`src/rtl/game_round_pkg.sv`:
```
// Shared types, default sizes and helpers for the game round/session controller.
package game_round_pkg;

  typedef enum logic [1:0] {
    ST_PLAY   = 2'd0,
    ST_RESULT = 2'd1,
    ST_OVER   = 2'd2
  } round_state_t;

  localparam int DEF_LIVES_INIT    = 3;
  localparam int DEF_LIVES_W       = 2;
  localparam int DEF_SCORE_W       = 8;
  localparam int DEF_LEVEL_W       = 2;
  localparam int DEF_LEVEL_UP_HITS = 4;

  function automatic logic [31:0] sat_inc(input logic [31:0] val, input logic [31:0] max_val);
    return (val >= max_val) ? max_val : val + 32'd1;
  endfunction

endpackage

```
`src/rtl/game_edge_detect.sv`:
```
// Single-bit rise/fall detector against a registered copy of the input.
module game_edge_detect (
  input  logic i_clk,
  input  logic i_rst,
  input  logic i_sig,
  output logic o_rise,
  output logic o_fall
);

  logic r_sig_q;
  logic r_live;

  // Edges are masked for the first cycle after reset so a level that was
  // already high when reset released is not mistaken for a fresh rise.
  always_ff @(posedge i_clk) begin
    if (i_rst) begin
      r_sig_q <= 1'b0;
      r_live  <= 1'b0;
    end else begin
      r_sig_q <= i_sig;
      r_live  <= 1'b1;
    end
  end

  assign o_rise = r_live & i_sig & ~r_sig_q;
  assign o_fall = r_live & ~i_sig & r_sig_q;

endmodule

```
`src/rtl/game_round_ctrl.sv`:
```
// Round/session controller between the launch key and the master game FSM:
// gates launches, commits round results and tracks score, lives and level.
//
// state  | meaning
// PLAY   | launch allowed (unless hold), waiting for end-of-round timer start
// RESULT | timer running, outcome latched, waiting for timer end to commit
// OVER   | lives exhausted, waiting for a fresh key press to restart
module game_round_ctrl
  import game_round_pkg::*;
#(
  parameter int LIVES_INIT    = DEF_LIVES_INIT,
  parameter int LIVES_W       = DEF_LIVES_W,
  parameter int SCORE_W       = DEF_SCORE_W,
  parameter int LEVEL_W       = DEF_LEVEL_W,
  parameter int LEVEL_UP_HITS = DEF_LEVEL_UP_HITS
) (
  input  logic               i_clk,
  input  logic               i_rst,
  input  logic               i_launch_key,
  input  logic               i_game_won,
  input  logic               i_end_of_game_timer_running,
  output logic               o_fsm_launch_key,
  output logic [SCORE_W-1:0] o_score,
  output logic [SCORE_W-1:0] o_hi_score,
  output logic [LIVES_W-1:0] o_lives,
  output logic [LEVEL_W-1:0] o_level,
  output logic               o_game_over,
  output logic               o_result_valid,
  output logic               o_result_won
);

  localparam int          STREAK_W   = (LEVEL_UP_HITS < 2) ? 1 : $clog2(LEVEL_UP_HITS);
  localparam logic [31:0] SCORE_MAX  = (32'd1 << SCORE_W) - 32'd1;
  localparam logic [31:0] LEVEL_MAX  = (32'd1 << LEVEL_W) - 32'd1;
  localparam logic [STREAK_W-1:0] STREAK_LAST = STREAK_W'(LEVEL_UP_HITS - 1);

  round_state_t        r_state;
  logic [SCORE_W-1:0]  r_score;
  logic [SCORE_W-1:0]  r_hi_score;
  logic [LIVES_W-1:0]  r_lives;
  logic [LEVEL_W-1:0]  r_level;
  logic [STREAK_W-1:0] r_streak;
  logic                r_hold;
  logic                r_game_over;
  logic                r_result_valid;
  logic                r_result_won;
  logic                r_won_latch;

  logic w_t_rise;
  logic w_t_fall;
  logic w_k_rise;
  logic w_k_fall;

  game_edge_detect u_timer_edge (
    .i_clk  (i_clk),
    .i_rst  (i_rst),
    .i_sig  (i_end_of_game_timer_running),
    .o_rise (w_t_rise),
    .o_fall (w_t_fall)
  );

  game_edge_detect u_key_edge (
    .i_clk  (i_clk),
    .i_rst  (i_rst),
    .i_sig  (i_launch_key),
    .o_rise (w_k_rise),
    .o_fall (w_k_fall)
  );

  always_ff @(posedge i_clk) begin
    if (i_rst) begin
      r_state        <= ST_PLAY;
      r_score        <= '0;
      r_hi_score     <= '0;
      r_lives        <= LIVES_W'(LIVES_INIT);
      r_level        <= '0;
      r_streak       <= '0;
      r_hold         <= 1'b0;
      r_game_over    <= 1'b0;
      r_result_valid <= 1'b0;
      r_result_won   <= 1'b0;
      r_won_latch    <= 1'b0;
    end else begin
      r_result_valid <= 1'b0;
      // hold is only ever set with the key high, so its release is the key fall
      if (w_k_fall) r_hold <= 1'b0;

      case (r_state)
        ST_PLAY: begin
          if (w_t_rise) begin
            r_won_latch <= i_game_won;
            r_state     <= ST_RESULT;
          end
        end

        ST_RESULT: begin
          if (w_t_fall) begin
            r_result_valid <= 1'b1;
            r_result_won   <= r_won_latch;
            if (r_won_latch) begin
              r_score <= SCORE_W'(sat_inc(32'(r_score), SCORE_MAX));
              if (r_streak == STREAK_LAST) begin
                r_streak <= '0;
                r_level  <= LEVEL_W'(sat_inc(32'(r_level), LEVEL_MAX));
              end else begin
                r_streak <= r_streak + STREAK_W'(1);
              end
              r_state <= ST_PLAY;
            end else begin
              r_streak <= '0;
              r_lives  <= r_lives - LIVES_W'(1);
              if (r_lives == LIVES_W'(1)) begin
                r_state     <= ST_OVER;
                r_game_over <= 1'b1;
                if (r_score > r_hi_score) r_hi_score <= r_score;
              end else begin
                r_state <= ST_PLAY;
              end
            end
          end
        end

        ST_OVER: begin
          if (w_k_rise) begin
            r_score     <= '0;
            r_lives     <= LIVES_W'(LIVES_INIT);
            r_level     <= '0;
            r_streak    <= '0;
            r_hold      <= 1'b1;
            r_game_over <= 1'b0;
            r_state     <= ST_PLAY;
          end
        end

        default: r_state <= ST_PLAY;
      endcase
    end
  end

  assign o_fsm_launch_key = i_launch_key & (r_state == ST_PLAY) & ~r_hold;
  assign o_score          = r_score;
  assign o_hi_score       = r_hi_score;
  assign o_lives          = r_lives;
  assign o_level          = r_level;
  assign o_game_over      = r_game_over;
  assign o_result_valid   = r_result_valid;
  assign o_result_won     = r_result_won;

endmodule

```
`config.mk`:
```
export PLATFORM = sky130hd
export DESIGN_NAME = game_round_ctrl
export DESIGN_NICKNAME = d
export VERILOG_FILES = /design/src/rtl/game_round_pkg.sv /design/src/rtl/game_edge_detect.sv /design/src/rtl/game_round_ctrl.sv
export SDC_FILE = /design/constraint.sdc
export NUM_CORES = 1
export LEC_CHECK = 0
export CORE_ASPECT_RATIO = 0.6
export CORE_MARGIN = 2
export CORE_UTILIZATION = 51
export DETAILED_ROUTE_END_ITERATION = 6
export GPL_TIMING_DRIVEN = 0
export PLACE_DENSITY = 0.78
export SLEW_MARGIN = 40
export SYNTH_ARGS = -nofsm -noshare
export SYNTH_HDL_FRONTEND = slang
export SYNTH_SLANG_ARGS = --single-unit
```
`constraint.sdc`:
```
create_clock -name i_clk -period 2.4 [get_ports i_clk]
set_clock_uncertainty 0.1 [all_clocks]
set_input_delay 0.48 -clock i_clk [delete_from_list [all_inputs] [get_ports i_clk]]
set_output_delay 0.48 -clock i_clk [all_outputs]
set_load 0.02 [all_outputs]
```
==> flow_metrics.tcl <==
set metrics [dict create \
    outcome "complete, no violations" \
    crit_path_end_kind "primary output" \
    relSlewSlack 0.632 \
    path_buf_inv 2 \
    r2r_start "o_score[1]" \
    gp_congestion 0.858 \
    grt_use_total 0.253 \
    drive_above_1_share 0.0658 \
    grt_overflow 0 \
    clk_pin_slew_ns 0.07 \
    synth_fp_nets 208 \
    grt_pass1_vias 1399 \
    start_util 0.547 \
    hp-start "o_level[1]" \
    drt-initial-drc-count 129 \
    syn-cell-area_um2 1600 \
    die_y_um 47.4 \
    path_delay_family "buffers and inverters" \
    cts_tree "yes" \
    syn_inst 192 \
    drt_first_pass_iters 5 \
    io_pins 29 \
    async_flop_share 0 \
    rsz0062_at_grt "false" \
    n_antenna_cell 0 \
    synth.distinct_cells 41 \
    antenna_found_initial 0 \
    htreeDepth 2 \
    drv_cap 0 \
    period_needed_ns 2.13 \
    routed-via-count 1541 \
    cts_buffer_depth 2 \
    synth_warnings 0 \
    cts_made_buffers 5 \
    grt_pass1_wl_um 6820 \
    hold_end "o_level[0]" \
    r2r_setup_slack_ns 0.41 \
    route.detailed.drc 0 \
    hold_class "register to register" \
    cts_hold_buf 0 \
    placed_area_um2 1940 \
    fin_crit_sh 0.889 \
    die_area_um2 3620 \
    setup-tns-final_ns 0 \
    die-width_um 76.4 \
    critPathSlowestCell "clkdlybuf4s50_1" \
    via_per_inst 5.71 \
    syn_to_final_growth_pct 27.4 \
    core_area_um2 2930 \
    place_ws_ns -0.0420 \
    postCtsSetupBuffers 0 \
    cp_max_fo 4 \
    p_leak_nw 0.770 \
    ys.flop_type "dfxtp_1" \
    whs_path_depth 2 \
    worstMarginPinSlew_ns 0.552 \
    cpPeakStageDelay_ns 0.50 \
    synth-seq-cells 32 \
    wl_um 4220 \
    reg2reg_to "o_hi_score[5]" \
    cts.sinks 32 \
    io_buffers 28 \
    rows 15 \
    crit_path_start_kind "input port" \
    required_ns 1.82 \
    setup_violations 0 \
    cts-root-buf "clkbuf_8" \
    seq_area_frac_synth 0.400 \
    wl_per_cell_um 15.6 \
    slew_viol_final 0 \
    vdd_drop_max_uv 383 \
    finalPower_mw 1.10 \
    fin_ws_ns 0.267 \
    max_freq_mhz 469 \
    grt_max_degree 11 \
    dp_hpwl_um 2950 \
    rr_worst_depth 7 \
    ant_nets 0 \
    postSynthAreaPerCell_um2 8.35 \
    clk_latency_ns 0.28 \
    cts_resized 1 \
    p_per_area_nw_per_um2 541 \
    hold_viol_final 0 \
    cp_data_arrival_time_ns 1.55 \
    final_cell_mix "32 x dfxtp_1, 29 x nand2_1, 27 x clkdlybuf4s50_1, 17 x nor2_1, 16 x a21oi_1" \
    layout.nets 243 \
    critPathKind "input port to primary output" \
    final_cell_area_um2 2040 \
    worstPathCellList "clkdlybuf4s50_1 -> nor4b_1 -> dlygate4sd2_1" \
    layout_commonest_cell "dfxtp_1" \
    synth_edf_count 0 \
]
power breakdown:
part / internal, mW / total, mW / switching, mW / leakage (nW)
combinational: 0.0182 / 0.0444 / 0.0262 / 0.455
sequential: 0.536 / 0.544 / 0.00760 / 0.259
clock: 0.308 / 0.516 / 0.208 / 0.0552
cell families after synthesis:
| kind of cell | Yosys count | share of synthesized area |
|---|---|---|
| buf+inv | 19 | 0.0515 |
| simple gates | 82 | 0.260 |
| fa+ha+maj | 11 | 0.0859 |
| mux | 11 | 0.0687 |
| compound gates | 37 | 0.134 |
| flops | 32 | 0.400 |
Yosys cell counts (all sizes together), types with 2 or more instances:
| library cell | n | area, um2 |
|---|---|---|
| nor2 | 19 | 76.3 |
| inv | 13 | 48.8 |
| nand4 | 4 | 25.0 |
| clkbuf | 3 | 11.3 |
| nand2 | 29 | 109 |
| nor3 | 3 | 15.0 |
| nand3 | 4 | 20.0 |
| and3b | 2 | 22.5 |
| dfxtp | 32 | 641 |
| nand2b | 2 | 12.5 |
| a211oi | 2 | 15.0 |
| o21ai | 11 | 55.1 |
| a21oi | 16 | 80.1 |
| ha | 11 | 138 |
| mux2i | 11 | 110 |
| buf | 2 | 18.8 |
| nor2b | 5 | 31.3 |
| and2 | 3 | 23.8 |
| or3 | 2 | 12.5 |
tightest hold or removal path, delay by kind of cell (launching register included):
family	cells	cell delay (ns)
buf+inv	1	0.05
flops	1	0.32
compound gates	1	0.05
routing by layer:
metal  wire [um]  vias to the layer above  global-route usage
li1            -                      733                   -
met1        1910                      703               0.328
met2        1850                       87               0.425
met5           0                        -                   0
met3         354                       18              0.0585
met4         106                        0               0.116
flip-flops by register name (all words and copies together) (netlist names):
signal	count
o_hi_score	8
o_score	8
o_level	2
o_lives	2
r_state	2
r_streak	2
o_game_over	1
o_result_valid	1
o_result_won	1
r_hold	1
r_won_latch	1
u_key_edge.r_live	1
u_key_edge.r_sig_q	1
u_timer_edge.r_sig_q	1
per-stage QoR:
stage	util	hold WS [ns]	instances
after global placement	0.661	0.346	262
after floorplan	-	0.346	192
after CTS	0.697	0.377	270
final	0.697	0.371	270
after global routing	0.697	0.402	270
after detailed placement	0.661	0.363	262
area by class of cell:
cell class,count,area (um2)
buffer,5,30.0
clock buffer,6,72.6
clock inverter,2,35.0
fill,250,886
inverter,14,52.6
multi-input combinational,141,880
sequential,32,641
tap,42,52.6
timing repair buffer,28,279
worst max-delay path by stage:
stage | startpoint | to | slack (ns) | depth (start not counted)
after floorplan | o_score[1] | o_hi_score[0] | 0.54 | 7
after global placement | i_launch_key | o_fsm_launch_key | -0.04 | 3
after detailed placement | i_launch_key | o_fsm_launch_key | -0.04 | 3
after CTS | i_launch_key | o_fsm_launch_key | 0.25 | 3
after global routing | i_launch_key | o_fsm_launch_key | 0.18 | 3
final | i_launch_key | o_fsm_launch_key | 0.27 | 3
No activity file was read; power rests on OpenSTA's default activity.
